`config.mk`:
```
export PLATFORM = sky130hd
export DESIGN_NAME = term_ctrl
export DESIGN_NICKNAME = d
export VERILOG_FILES = /design/src/rtl/term_ctrl.sv
export SDC_FILE = /design/constraint.sdc
export NUM_CORES = 1
export LEC_CHECK = 0
export BUFFER_PORTS_ARGS = -buffer_cell sky130_fd_sc_hd__buf_2
export CAP_MARGIN = 10
export CORE_ASPECT_RATIO = 1.5
export CORE_MARGIN = 10
export CORE_UTILIZATION = 60
export CTS_CLUSTER_DIAMETER = 100
export CTS_CLUSTER_SIZE = 16
export DETAILED_ROUTE_END_ITERATION = 12
export PLACE_DENSITY = 0.79
export SYNTH_ARGS = -nofsm -noshare
export SYNTH_HDL_FRONTEND = slang
export SYNTH_SLANG_ARGS = --single-unit
```
`constraint.sdc`:
```
create_clock -name i_clk -period 6.1 [get_ports i_clk]
set_clock_uncertainty 0.15 [all_clocks]
set_input_delay 0.915 -clock i_clk [delete_from_list [all_inputs] [get_ports i_clk]]
set_output_delay 0.915 -clock i_clk [all_outputs]
set_load 0.01 [all_outputs]
```
`src/rtl/term_ctrl.sv`:
```
// term_ctrl: serial byte front end that buffers received bytes and issues bios service calls
// Ports: i_clk/i_rst (sync, active high); i_rx_data/i_rx_valid byte strobe from the UART;
// o_bios_start/o_bios_svc/o_bios_a/o_bios_b/i_bios_running bios requester handshake;
// o_busy, o_overflow (sticky drop flag), o_fifo_level (input FIFO occupancy).
// Optional ANSI_CUP_EN macro compiles in the ESC '[' cursor/clear sequence parser.
module term_ctrl #(
  parameter int FIFO_DEPTH = 16,
  parameter int COLS = 80,
  parameter int ROWS = 30
) (
  input  logic                          i_clk,
  input  logic                          i_rst,
  input  logic [7:0]                    i_rx_data,
  input  logic                          i_rx_valid,
  output logic                          o_bios_start,
  output logic [2:0]                    o_bios_svc,
  output logic [7:0]                    o_bios_a,
  output logic [7:0]                    o_bios_b,
  input  logic                          i_bios_running,
  output logic                          o_busy,
  output logic                          o_overflow,
  output logic [$clog2(FIFO_DEPTH):0]   o_fifo_level
);
  localparam int AW = $clog2(FIFO_DEPTH);
  typedef enum logic [2:0] {IDLE, POP, DECODE, ISSUE, GUARD, WAIT, CHAIN} state_t;
  state_t state, state_n;
  logic [7:0] mem [FIFO_DEPTH];
  logic [AW-1:0] wr_ptr, rd_ptr;
  logic [AW:0] level;
  logic [7:0] byte_r, d_a, d_b;
  logic [2:0] d_svc;
  logic call, d_chain, chain, push, pop;
  assign pop = state == POP;
  // a pop in the same cycle frees a slot, so a write on a full FIFO is still taken
  assign push = i_rx_valid && (level != (AW+1)'(FIFO_DEPTH) || pop);
  assign o_bios_start = state == ISSUE;
  assign o_busy = level != '0 || state != IDLE;
  assign o_fifo_level = level;
`ifdef ANSI_CUP_EN
  typedef enum logic [1:0] {E_NONE, E_ESC, E_CSI} esc_t;
  esc_t esc, esc_n;
  logic [7:0] row, col, row_n, col_n, acc_sat;
  logic [11:0] acc_x;
  logic fld, fld_n;
  assign acc_x = 12'(fld ? col : row) * 12'd10 + 12'(byte_r - 8'h30);
  assign acc_sat = acc_x > 12'd255 ? 8'hff : acc_x[7:0];
  // a zero field means "missing" and behaves as 1
  function automatic logic [7:0] clamp(input logic [7:0] v, input int lim);
    return v == 8'd0 ? 8'd0 : (int'(v) > lim ? 8'(lim - 1) : v - 8'd1);
  endfunction
  always_ff @(posedge i_clk) begin
    if (i_rst) begin
      esc <= E_NONE;
      row <= '0;
      col <= '0;
      fld <= 1'b0;
    end else if (state == DECODE) begin
      esc <= esc_n;
      row <= row_n;
      col <= col_n;
      fld <= fld_n;
    end
  end
`endif
  always_comb begin
    call = 1'b0;
    d_svc = 3'd4;
    d_a = byte_r;
    d_b = 8'd1;
    d_chain = 1'b0;
`ifdef ANSI_CUP_EN
    esc_n = esc;
    row_n = row;
    col_n = col;
    fld_n = fld;
    if (byte_r == 8'h1b) begin
      esc_n = E_ESC;
      row_n = '0;
      col_n = '0;
      fld_n = 1'b0;
    end else if (esc == E_ESC) begin
      esc_n = byte_r == 8'h5b ? E_CSI : E_NONE;
    end else if (esc == E_CSI) begin
      esc_n = E_NONE;
      if (byte_r >= 8'h30 && byte_r <= 8'h39) begin
        esc_n = E_CSI;
        row_n = fld ? row : acc_sat;
        col_n = fld ? acc_sat : col;
      end else if (byte_r == 8'h3b && !fld) begin
        esc_n = E_CSI;
        fld_n = 1'b1;
      end else if (byte_r == 8'h48 || byte_r == 8'h66) begin
        call = 1'b1;
        d_svc = 3'd2;
        d_a = clamp(col, COLS);
        d_b = clamp(row, ROWS);
      end else if (byte_r == 8'h4a && !fld && row == 8'd2) begin
        call = 1'b1;
        d_svc = 3'd0;
        d_a = '0;
        d_b = '0;
        d_chain = 1'b1;
      end
    end else
`endif
    if (byte_r == 8'h0c) begin
      call = 1'b1;
      d_svc = 3'd0;
      d_a = '0;
      d_b = '0;
      d_chain = 1'b1;
    end else
      call = byte_r != 8'h00;
  end
  // WAIT goes straight to POP when more bytes are queued, giving 5 cycles per byte
  always_comb begin
    state_n = state;
    case (state)
      IDLE:    state_n = level != '0 ? POP : IDLE;
      POP:     state_n = DECODE;
      DECODE:  state_n = call ? ISSUE : IDLE;
      ISSUE:   state_n = GUARD;
      GUARD:   state_n = WAIT;
      WAIT:    state_n = i_bios_running ? WAIT : chain ? CHAIN : level != '0 ? POP : IDLE;
      CHAIN:   state_n = ISSUE;
      default: state_n = IDLE;
    endcase
  end
  always_ff @(posedge i_clk) begin
    if (push) mem[wr_ptr] <= i_rx_data;
  end
  always_ff @(posedge i_clk) begin
    if (i_rst) begin
      state <= IDLE;
      wr_ptr <= '0;
      rd_ptr <= '0;
      level <= '0;
      byte_r <= '0;
      chain <= 1'b0;
      o_bios_svc <= '0;
      o_bios_a <= '0;
      o_bios_b <= '0;
      o_overflow <= 1'b0;
    end else begin
      state <= state_n;
      wr_ptr <= wr_ptr + AW'(push);
      rd_ptr <= rd_ptr + AW'(pop);
      level <= level + (AW+1)'(push) - (AW+1)'(pop);
      o_overflow <= o_overflow | (i_rx_valid & ~push);
      if (pop) byte_r <= mem[rd_ptr];
      if (state == DECODE && call) begin
        o_bios_svc <= d_svc;
        o_bios_a <= d_a;
        o_bios_b <= d_b;
        chain <= d_chain;
      end
      if (state == CHAIN) begin
        o_bios_svc <= 3'd2;
        o_bios_a <= '0;
        o_bios_b <= '0;
        chain <= 1'b0;
      end
    end
  end
endmodule

```
## After elaboration in Yosys (flattened, before gate mapping)

Memories as Yosys holds them, arrays and structs flattened. A register that Yosys moved wholly into a read port is not among the register bits.
Index checks and enable logic that the tools add are counted.

- Input bits: 12
- Logic and storage cells: 50
- Memories: 1
- Output and inout port bits: 27
- Register bits after elaboration: 37
- Bits in writable memories: 128

Memories:

| memory | words | width | read ports | clocked after Yosys merged registers in | write ports | line | RTL |
|---|---|---|---|---|---|---|---|
| mem | 16 | 8 | 1 | 1 | 1 | 27 | `logic [7:0] mem [FIFO_DEPTH];` |

- Reduce and logical (&&, ||, !) cells: 10
- Bitwise logic cells: 3
- Muxes and demuxes: 14
- Equal/unequal tests: 8
- Add/sub/neg operators: 4

Operator list:

| cell | number |
|---|---|
| $pmux W3 S7 | 1 |
| $eq A3 B3 Y1 const B | 3 |
| $mux W3 | 3 |
| $add A4 B1 Y4 | 2 |
| $eq A8 B4 Y1 const B | 1 |
| $mux W8 | 1 |
| $reduce_bool A8 Y1 | 1 |
| $eq A3 B2 Y1 const B | 2 |
| $mux W1 | 6 |
| $mux W2 | 3 |
| $add A5 B1 Y5 | 1 |
| $ne A5 B5 Y1 const B | 1 |
| $reduce_bool A5 Y1 | 1 |
| $sub A5 B1 Y5 | 1 |
| $eq A3 B1 Y1 const B | 1 |
| $logic_not A3 Y1 | 1 |
| $reduce_bool A3 Y1 | 1 |
| $logic_and A1 B1 Y1 | 2 |
| $logic_or A1 B1 Y1 | 2 |
| $reduce_bool A2 Y1 | 1 |
| $reduce_or A2 Y1 | 1 |
| $and A1 B1 Y1 | 1 |
| $not A1 Y1 | 1 |
| $or A1 B1 Y1 | 1 |

## Longest topological paths before layout

- Depth in word-level cells: 6
- Mapped depth: 14
- Gate-level depth less buffers: 14

## Worst setup path after synthesis

No wires, ideal clock.

- Path type: reg2reg
- Start point: register level[3] (netlist: o_fifo_level[3])
- End point: register level[4] (netlist: o_fifo_level[4])
- Arrival time: 2.533 ns
- Path slack: 3.288 ns
- Path buffers: 0
- Cell stages (with the launch flop): 15
- Cell sequence: dfxtp_1 inv_1 ha_1 nor3b_1 a31oi_4 inv_1 ha_1 inv_1 ha_1 inv_1 fa_1 nor2b_1 o21bai_1 a21oi_1 nor3b_1

- Cells in the longest elaborated chain, start to end: 5

RTL lines:

| what | line | RTL |
|---|---|---|
| start, declared | 29 | `logic [AW:0] level;` |
| start signal, assigned | 148 | `level <= level + (AW+1)'(push) - (AW+1)'(pop);` |
| $ne A5 B5 Y1 | 35 | `assign push = i_rx_valid && (level != (AW+1)'(FIFO_DEPTH) \|\| pop);` |
| $logic_or A1 B1 Y1 | 35 |  |
| $logic_and A1 B1 Y1 | 35 |  |
| $add A5 B1 Y5 (*) | 148 |  |
| $sub A5 B1 Y5 (*) | 148 |  |

Mark *: on every way between the ends. The rest lies on a longest branch, timed or not.
A chain may end at the register's enable or synchronous reset.

## Worst setup path in the final report

- Start point: register level[2] (netlist: o_fifo_level[2])
- End point: register level[4] (netlist: o_fifo_level[4])

Same word-level chain as after synthesis.

==> impl_results.md <==
* Share of power burned in registers at 46.8%
* Fraction of final layout cells with drive strength greater than 1 at between 20% and 30%
* Remaining global-route overflow at 0
* Number of synthesized flops with an enable pin at between 100 and 150
* Transition time at the pin with the least slew margin at 1230 ps
* Mapped Area at 6640 um^2
* Port buffer count at 30
* Leakage power at roughly 2.5 nW
* Reg2reg setup slack at ~2900 ps
* Internal Dissipation at approximately 2.1 mW
* Height of the chip at between 100 and 150 um
* Syn Area/Cell at roughly 17 um^2
* Portion of the clock cycle consumed by the worst path in the final layout at 51.6%
* Clock tree from TritonCTS: yes
* Number of buffers inserted to repair setup after CTS at 0
* Critical path class: flip-flop to flip-flop
* Post-synthesis sequential area ratio at approximately 69%
* Core Area at roughly 11000 um^2
* Count of cell types in the netlist at 42
* Routed length on met3 at 785 um
* Row Count at 47
* Min Clock Period, post-route at about 3200 ps
* Largest net degree at the start of global routing at 35
* Post-CTS resize count at 0
* Portion of total power attributed to combinational logic at 21.1%
* Routed wire per std cell at approximately 21 um
* Hold violation count in the final report at 0
* Run status: finished clean
* Insertion delay of the later-clocked pin in the worst-skew pair at ~420 ps
* Worst endpoint required time at ~6300 ps
* Number of H-tree levels at 4
* Final weighted congestion in routability-driven placement at between 0.7 and 0.8
* Hold-fix buffers, CTS at 0
* Pwr dens at approximately 400 nW/um^2
* RSZ-0062 raised after global routing: false
* CP Max Fanout at 6
* Clock network fraction of design power at approximately a third
* Pins over their slew limit at 0
* Initial Utilization at between 60% and 70%
* Net count reported at finish at about 450
* I/O Pins at 39
* Post-detailed-route DRC marker count at 0
* Net switching power at ~860 uW
* Worst-case headroom to the max-slew limit at 18.2%
* Deepest clock path buffer count at 2
* Met2 routed wirelength at slightly below 7 mm
* Fmax at ~320 MHz
* Number of warning messages in the yosys log at 0
* Number of setup violations in the final report at 0
* Switch share at 29.0%
* Type of element capturing the critical path: flip-flop
* Via count of the first global-routing pass at around 3700
* Clock-pin slew reported for the worst setup and hold paths after clock tree synthesis at 60 ps
* Starting DRT DRC Count at between 200 and 250
* Post-detail-place hpwl at roughly 8.3 mm
* Clock root buffer: clkbuf_16
* Synthesized flop and latch total at approximately 160
* Gate count of the mapped netlist at slightly below 400
* Share of flip-flops with an asynchronous set or reset at 0%
* Aggregate global-route resource usage at between 10% and 20%
* Antenna cell count at 0
* DRT antenna net count at 0
* TNS Setup at 0 ps
* First-pass GRT wire length at ~20 mm
* Final routed wirelength across all metal layers at between 10 and 15 mm
* Initial antenna violation count at 0
* Top layer used by detailed routing: met4
* Die area at 15800 um^2
* Critical Path AT at approximately 3300 ps
* Drt pass-1 iters at 5
* M1 WL at between 4 and 5 mm
* Clock buffers created by TritonCTS at 17
* Number of vias after detailed routing at ~3500
* Crit path launch type: flip-flop
* Clock Sinks at between 150 and 200
* Worst VDD drop at between 200 and 300 uV
* Synth-to-layout area growth at 11.8%
* Dominant synthesized flop cell: edfxtp_1
* Worst-case hold slack at approximately 330 ps
* Worst Hold Class: flip-flop to flip-flop
* DIE WIDTH at approximately 110 um
* Max-cap viol count at 0
* Overall power of the completed layout at about 3.0 mW
* Per-cell via count in the routed design at about 5.9
==> power groups by stage <==
stage	registers [mW]	logic [mW]	clock network, mW
finish	1.39	0.624	0.953
global route	1.40	0.700	1.02
CTS	1.39	0.632	0.966
detailed placement	1.41	0.626	0
global placement	1.40	0.600	0
floorplan	1.37	0.504	0
==> cells in the final DEF (no fill, tap or decap), drive strengths merged, types with 3 or more instances in the layout <==
master    instances
nand2             6
xnor2             3
conb              8
nor2b             7
mux2i            22
nand2b            7
mux4             32
edfxtp          128
nor3              6
xor2              3
o21ai             4
a31oi             3
buf              35
nand3             7
dfxtp            36
nand3b           11
o221ai            8
a21oi             8
clkinvlp          3
inv              19
ha               10
clkbuf           18
nor2             31
or3b              3
nor3b             3
clkinv            6
==> worst max-delay path, stage by stage (launching register included) <==
cell and delay [ps]:
dfxtp_1 330, inv_1 80, ha_1 130, nor3b_1 610
a31oi_4 200, inv_1 100, ha_1 230, inv_1 70
ha_1 170, inv_1 60, fa_1 370, nor2b_1 170
o21bai_1 100, nand3_1 90, nor3b_1 210
==> final timing paths <==
path | cells past startpoint | end | from
setup reg to reg | 14 | o_fifo_level[4]$_SDFF_PP0_ | o_fifo_level[2]$_SDFF_PP0_
hold reg to reg | 2 | o_bios_svc[1]$_SDFFE_PP0P_ | o_bios_svc[1]$_SDFFE_PP0P_
setup / recovery | 14 | o_fifo_level[4]$_SDFF_PP0_ | o_fifo_level[2]$_SDFF_PP0_
hold / removal | 2 | o_bios_svc[1]$_SDFFE_PP0P_ | o_bios_svc[1]$_SDFFE_PP0P_
==> stage by stage <==
step           utilization, %  worst slack [ps]  area [um^2]  instances
2_1_floorplan               -              3290         6670        405
3_3_place_gp             63.0              3130         6890        559
3_5_place_dp             63.0              2920         6890        559
4_1_cts                  67.9              2900         7430        591
5_1_grt                  67.9              2600         7430        591
6_report                 67.9              2950         7430        591
==> Yosys cell counts (3+ instances only) <==
cell,n,area [um^2]
nand2_1,6,22.5
mux4_2,32,721
ha_1,10,125
xnor2_1,3,26.3
xor2_1,3,26.3
edfxtp_1,128,3840
buf_2,7,35.0
nand3_1,7,35.0
dfxtp_1,36,721
nor3_1,5,25.0
a21oi_1,8,40.0
o21ai_0,4,20.0
nor2_1,31,116
buf_4,9,67.6
nor2b_1,7,43.8
o221ai_1,8,70.1
nor3b_1,3,22.5
clkbuf_1,10,37.5
nand3b_1,11,82.6
nand2b_1,7,43.8
inv_1,14,52.6
mux2i_1,22,220
==> cell type report <==
cell class	count	area (um^2)
Timing Repair Buffer	35	188
Multi-Input combinational cell	199	1900
Sequential cell	164	4570
Fill cell	740	3510
Clock buffer	18	429
Tap cell	147	184
Clock inverter	14	103
Inverter	14	52.6
==> cell families after synthesis <==
family	Yosys count	share of synthesized area, %
mux	54	14.2
flops	164	68.7
xor+xnor	6	0.791
compound gates	30	3.56
fa+ha+maj	11	2.18
buf+inv	42	3.01
other cells	1	0.0565
simple gates	90	7.52
==> per-layer routing <==
layer	global-route usage [%]	vias up
met1	17.5	1760
met5	0	-
met4	6.39	0
met3	5.75	23
met2	29.3	118
li1	-	1589
==> state kept, by name, summed over array words and instances (netlist names) <==
| name | cells |
|---|---|
| byte_r | 8 |
| chain | 1 |
| mem | 128 |
| o_bios_a | 8 |
| o_bios_svc | 2 |
| o_fifo_level | 5 |
| o_overflow | 1 |
| rd_ptr | 4 |
| state | 3 |
| wr_ptr | 4 |
Power figures use the tool's default switching activity.
